## src/rtl/mem_arb_pkg.sv

```systemverilog
// rtl/mem_arb_pkg.sv - shared state encodings, requester IDs and default widths for mem_arbiter
package mem_arb_pkg;

  localparam int ADDR_W_DEF = 32;
  localparam int DATA_W_DEF = 32;

  typedef enum logic [1:0] {
    IDLE  = 2'd0,
    ISSUE = 2'd1,
    WAIT  = 2'd2
  } state_t;

  localparam logic REQ_CORE   = 1'b0;
  localparam logic REQ_LOADER = 1'b1;

endpackage

```

## src/rtl/rr_arbiter_2.sv

```systemverilog
// rtl/rr_arbiter_2.sv - two-way one-hot grant; round-robin when MEM_ARB_RR_EN is defined,
// fixed priority (requester 0 wins) otherwise
module rr_arbiter_2
  import mem_arb_pkg::*;
(
  input  logic [1:0] i_valid,
  input  logic       i_last,
  input  logic       i_en,
  output logic [1:0] o_grant
);

  logic [1:0] w_grant;

`ifdef MEM_ARB_RR_EN
  always_comb begin
    w_grant = i_valid;
    // On contention the requester that was not granted last time wins.
    if (i_valid == 2'b11) begin
      w_grant = (i_last == REQ_CORE) ? 2'b10 : 2'b01;
    end
  end
`else
  logic w_unused_last;
  assign w_unused_last = i_last;

  always_comb begin
    w_grant = 2'b00;
    if (i_valid[0]) begin
      w_grant = 2'b01;
    end else if (i_valid[1]) begin
      w_grant = 2'b10;
    end
  end
`endif

  assign o_grant = i_en ? w_grant : 2'b00;

endmodule

```

## src/rtl/mem_arbiter.sv

```systemverilog
// rtl/mem_arbiter.sv - core/loader arbiter over one synchronous-read memory, 3-cycle access;
// grant policy selected by MEM_ARB_RR_EN
module mem_arbiter
  import mem_arb_pkg::*;
#(
  parameter int ADDR_W = ADDR_W_DEF,
  parameter int DATA_W = DATA_W_DEF
) (
  input  logic              i_clk,
  input  logic              i_rst,
  input  logic              i_r0_req_valid,
  output logic              o_r0_req_ready,
  input  logic              i_r0_req_we,
  input  logic [ADDR_W-1:0] i_r0_req_addr,
  input  logic [DATA_W-1:0] i_r0_req_wdata,
  output logic              o_r0_rsp_valid,
  output logic [DATA_W-1:0] o_r0_rsp_rdata,
  input  logic              i_r1_req_valid,
  output logic              o_r1_req_ready,
  input  logic              i_r1_req_we,
  input  logic [ADDR_W-1:0] i_r1_req_addr,
  input  logic [DATA_W-1:0] i_r1_req_wdata,
  output logic              o_r1_rsp_valid,
  output logic [DATA_W-1:0] o_r1_rsp_rdata,
  output logic              o_mem_en,
  output logic              o_mem_we,
  output logic [ADDR_W-1:0] o_mem_addr,
  output logic [DATA_W-1:0] o_mem_wdata,
  input  logic [DATA_W-1:0] i_mem_rdata
);

  state_t            r_state;
  logic              r_owner;
  logic              r_we;
  logic              r_last;
  logic [ADDR_W-1:0] r_addr;
  logic [DATA_W-1:0] r_wdata;
  logic              r_mem_en;
  logic              r_mem_we;
  logic              r_rsp0;
  logic              r_rsp1;
  logic [DATA_W-1:0] r_rdata0;
  logic [DATA_W-1:0] r_rdata1;

  logic [1:0]        w_grant;
  logic              w_arb_en;
  logic              w_accept;
  logic              w_sel;
  logic              w_sel_we;
  logic [ADDR_W-1:0] w_sel_addr;
  logic [DATA_W-1:0] w_sel_wdata;
  logic [DATA_W-1:0] w_rsp_data;

  // Ready is suppressed while reset is held so nothing is accepted during reset.
  assign w_arb_en = (r_state == IDLE) && i_rst;

  rr_arbiter_2 u_arb (
    .i_valid ({i_r1_req_valid, i_r0_req_valid}),
    .i_last  (r_last),
    .i_en    (w_arb_en),
    .o_grant (w_grant)
  );

  assign w_accept    = |w_grant;
  assign w_sel       = w_grant[1];
  assign w_sel_we    = w_sel ? i_r1_req_we    : i_r0_req_we;
  assign w_sel_addr  = w_sel ? i_r1_req_addr  : i_r0_req_addr;
  assign w_sel_wdata = w_sel ? i_r1_req_wdata : i_r0_req_wdata;

  always_ff @(posedge i_clk or negedge i_rst) begin
    if (!i_rst) begin
      r_state  <= IDLE;
      r_owner  <= REQ_CORE;
      r_we     <= 1'b0;
      r_last   <= REQ_LOADER;
      r_addr   <= '0;
      r_wdata  <= '0;
      r_mem_en <= 1'b0;
      r_mem_we <= 1'b0;
      r_rsp0   <= 1'b0;
      r_rsp1   <= 1'b0;
      r_rdata0 <= '0;
      r_rdata1 <= '0;
    end else begin
      r_rsp0 <= 1'b0;
      r_rsp1 <= 1'b0;
      case (r_state)
        IDLE: begin
          if (w_accept) begin
            r_owner  <= w_sel;
            r_last   <= w_sel;
            r_we     <= w_sel_we;
            r_addr   <= w_sel_addr;
            r_wdata  <= w_sel_wdata;
            r_mem_en <= 1'b1;
            r_mem_we <= w_sel_we;
            r_state  <= ISSUE;
          end
        end
        ISSUE: begin
          r_mem_en <= 1'b0;
          r_mem_we <= 1'b0;
          r_rsp0   <= (r_owner == REQ_CORE);
          r_rsp1   <= (r_owner == REQ_LOADER);
          r_state  <= WAIT;
        end
        WAIT: begin
          if (r_rsp0) r_rdata0 <= w_rsp_data;
          if (r_rsp1) r_rdata1 <= w_rsp_data;
          r_state <= IDLE;
        end
        default: r_state <= IDLE;
      endcase
    end
  end

  // Memory data only arrives during WAIT, so it is forwarded while the pulse is up and held afterwards.
  assign w_rsp_data = r_we ? '0 : i_mem_rdata;

  assign o_r0_req_ready = w_grant[0];
  assign o_r1_req_ready = w_grant[1];
  assign o_r0_rsp_valid = r_rsp0;
  assign o_r1_rsp_valid = r_rsp1;
  assign o_r0_rsp_rdata = r_rsp0 ? w_rsp_data : r_rdata0;
  assign o_r1_rsp_rdata = r_rsp1 ? w_rsp_data : r_rdata1;
  assign o_mem_en       = r_mem_en;
  assign o_mem_we       = r_mem_we;
  assign o_mem_addr     = r_addr;
  assign o_mem_wdata    = r_wdata;

endmodule

```

## config.mk

```make
export PLATFORM = sky130hd
export DESIGN_NAME = mem_arbiter
export DESIGN_NICKNAME = d
export VERILOG_FILES = /design/src/rtl/mem_arb_pkg.sv /design/src/rtl/rr_arbiter_2.sv /design/src/rtl/mem_arbiter.sv
export SDC_FILE = /design/constraint.sdc
export NUM_CORES = 1
export LEC_CHECK = 0
export ABC_AREA = 1
export CAP_MARGIN = 20
export CORE_AREA = 2 2 175 177
export DETAILED_ROUTE_END_ITERATION = 8
export DIE_AREA = 0 0 177 179
export HOLD_SLACK_MARGIN = 0.08
export PLACE_DENSITY_LB_ADDON = 0.1
export SLEW_MARGIN = 20
export SYNTH_ARGS = -nofsm -noshare
export SYNTH_HDL_FRONTEND = slang
export SYNTH_SLANG_ARGS = --single-unit
```

## constraint.sdc

```tcl
create_clock -name i_clk -period 1.2 [get_ports i_clk]
set_input_delay 0.24 -clock i_clk [delete_from_list [all_inputs] [get_ports i_clk]]
set_output_delay 0.24 -clock i_clk [all_outputs]
set_load 0.01 [all_outputs]
```

==> results.txt <==
largest net degree at the start of global routing = 59
Tmin final = 1.85 ns
WHS = -0.0101 ns
Num CTS Buffers = 17
start of the worst register-to-register path = r_state[0]
Net Switching = 9.58 mW
Ys Warns = 0
drt drc = 0
row cnt = 64
Multi-input gate area = 4820 sq um
core area = 30000 sq um
area delta synth->final = 124%
post-route clock period utilization = 154%
Seq. cell area = 3410 sq um
mux contribution to synthesized area = 0%
failing checks = hold timing, setup timing
status = finished with violations
DRT Pass-1 Iters = 4
Crit Path Category = reg2out
first-pass GRT wire length = 51600 microns
Initial Utilization = 24.5%
Leak = 7.69 nW
Ports = 300
detailed-route via count = 8893
critical path peak fanout = 7
Pins Over Slew Limit = 0
total global-route track usage = 21.5%
Fillers = 2694
Starting DRT DRC Count = 454
Seq/Total Area, Yosys = 46.3%
Sw Ratio = 36.1%
vias in the first global route = 8818
Peak VDD IR = 1020 uV
simple-gate share of the synthesized area = 29.5%
post-synthesis cell count = 1014
worst r2r path cells = 11
Required @ worst endpoint = 0.96 ns
distinct cell type count of the synthesized netlist = 15
Reg clk slew, reported paths = 0.07 ns
Max Buffers Root-to-Sink = 2
setup TNS = -78.70 ns
crit path launch = o_r0_rsp_valid
via/cell ratio = 4.73
initial antenna violation count = 1
largest family of logic cells by synthesized area = simple AND/OR/NAND/NOR gates
final setup fails = 212
layout cells sized above 1 = 46.4%
Routed WL = 36500 microns
antenna-violating nets left = 0
XOR/XNOR Fraction of Synth Area = 0%
syn avg cell area = 7.25 sq um
Flop pwr share = 25.3%
Mapped Nets = 1180
H-tree Lvls = 4
Worst Hold Class = in2async
R2R setup slack = -0.47 ns
placer congestion estimate = 0.807
CP Launch Type = register
worst reg2reg endpoint = o_mem_wdata[21]
Port-buffer cells = 299
total grt overflow = 0
die area = 31700 sq um
root buffer cell = clkbuf_16
Hold Fails Final Rpt = 11
Internal = 17.0 mW
Horiz. Die Dim = 177 microns
Worst slew margin = 41.5%
Critical Path AT = 1.61 ns
Worst-Margin Slew = 0.877 ns
dpl cells = 1711
Comb power frac = 53.9%
Synth Area in Adders = 0%
CTS tree = yes
worst setup margin = -0.651 ns
CP endpoint kind = primary output
Final #Nets = 1638
worst skew pair latency = 0.43 ns
die height = 179 microns
clock power share = 20.7%
compound-cell area share of the yosys netlist = 8.78%
Fmax = 540 MHz
flops & latches, synth = 136
Wirelength per Cell = 19.4 microns
maxcap violations = 0
Detail Placement HPWL = 19400 microns
Critical Path End = o_r0_rsp_rdata[23]
hold buffer count at cts = 4
Netlist Area Pre-Place = 7350 sq um
CTS sink count = 136
Fin Clk Skew = 0.0140 ns
RSZ-0062 raised after global routing = true
Pwr Density = 1610 nW/um^2
final std cells w/o fill = 1882
[worst max-delay path, stage by stage, from the launching register on]
cell and delay, ns:
dfrtp_2 0.43, buf_12 0.14, bufbuf_16 0.29, o21ai_4 0.16
buf_2 0.17
[stage by stage]
step / total power, mW / setup WS [ns] / hold WS (ns) / cell area (sq um) / utilization [%]
2_1_floorplan: 10.9 / -0.0940 / -0.0556 / 7760 / -
3_3_place_gp: 16.5 / -0.655 / 0.321 / 11700 / 38.9
3_5_place_dp: 16.5 / -0.661 / 0.314 / 11700 / 38.9
4_1_cts: 24.1 / -0.674 / -0.0170 / 14900 / 49.5
5_1_grt: 28.1 / -0.698 / 0.00141 / 16500 / 54.9
6_report: 26.6 / -0.651 / -0.0101 / 16500 / 54.9
[cells by family after synthesis]
| group | after synthesis |
|---|---|
| flip-flops | 136 |
| buffers and inverters | 282 |
| AND/OR/NAND/NOR | 467 |
| AO/OA/AOI/OAI | 129 |
[timing repair]
action,CTS,global route
buffers inserted,63,39
hold endpoints to repair,63,23
pin swaps,92,101
gates resized for setup,885,295
cloned,41,18
setup endpoints to repair,255,293
[worst min-delay path by stage]
stage          startpoint              to  slack, ns  cells after the start
2_1_floorplan       i_rst   o_mem_addr[0]      -0.06                      0
3_3_place_gp        i_rst   o_mem_addr[8]       0.32                      2
3_5_place_dp        i_rst   o_mem_addr[8]       0.31                      2
4_1_cts             i_rst  o_mem_addr[17]      -0.02                      3
5_1_grt             i_rst  o_mem_addr[12]      0.001                      3
6_report            i_rst  o_mem_addr[12]      -0.01                      3
[layout by cell type (no fill, tap or decap)]
cell / instances
dfrtp_2: 2
nand3_2: 98
clkinv_4: 3
o21ai_0: 21
o21ai_1: 25
buf_12: 44
clkbuf_16: 33
nand2_8: 2
nand2_4: 23
buf_4: 69
nor2_4: 3
inv_2: 1
dlygate4sd3_1: 2
inv_4: 1
buf_2: 41
dlymetal6s4s_1: 2
inv_6: 3
clkbuf_1: 1
diode_2: 1
dfrtp_1: 134
nand4_1: 66
nor2_1: 2
clkbuf_8: 1
clkinvlp_4: 3
bufinv_16: 3
o21ai_2: 39
o21ai_4: 44
nand3_4: 42
buf_8: 11
buf_6: 133
inv_1: 196
clkdlybuf4s50_1: 164
bufbuf_16: 1
nand2_1: 127
buf_16: 37
nand3_1: 56
clkinv_2: 3
nand2_2: 49
[state kept, by name, indices dropped and copies added, names as in the netlist, 2 cells and up]
name / flops
o_mem_addr: 32
o_mem_wdata: 32
r_rdata0: 32
r_rdata1: 32
r_state: 2
[metal layers]
metal / wire length [microns] / part of all wire [%] / GRT usage (%) / vias to the layer above
met2: 18100 / 50 / 35.7 / 286
met3: 2460 / 6.7 / 6.06 / 54
li1: - / - / - / 4229
met1: 15000 / 41 / 26.9 / 4324
met5: 0 / 0 / 0 / -
met4: 886 / 2.4 / 7.06 / 0
[synth_stat cells]
cell / number / area (sq um)
nand3_1: 195 / 976
nand3_2: 1 / 10.0
nor2_1: 4 / 15.0
inv_1: 198 / 743
buf_2: 30 / 150
o21ai_0: 128 / 641
buf_6: 5 / 56.3
inv_2: 1 / 3.75
clkbuf_1: 30 / 113
buf_1: 18 / 67.6
nor2_2: 1 / 6.26
nand2_1: 200 / 751
dfrtp_1: 136 / 3400
o21ai_1: 1 / 5.00
nand4_1: 66 / 413
[power by group through the flow]
| stage | combinational (mW) | clock (mW) | sequential (mW) |
|---|---|---|---|
| 2_1_floorplan | 4.00 | 0 | 6.89 |
| 3_3_place_gp | 9.81 | 0 | 6.68 |
| 3_5_place_dp | 9.83 | 0 | 6.70 |
| 4_1_cts | 11.8 | 5.65 | 6.69 |
| 5_1_grt | 15.4 | 5.82 | 6.88 |
| 6_report | 14.3 | 5.51 | 6.73 |
[cell type report]
| cell class | count | area share, % |
|---|---|---|
| timing repair buffer | 521 | 38.9 |
| multi-input combinational | 597 | 29.2 |
| sequential | 136 | 20.6 |
| inverter | 199 | 4.57 |
| tap | 396 | 3.00 |
| clock buffer | 18 | 2.60 |
| clock inverter | 14 | 1.04 |
| antenna | 1 | 0.0152 |
(Power assumes the default switching activity.)
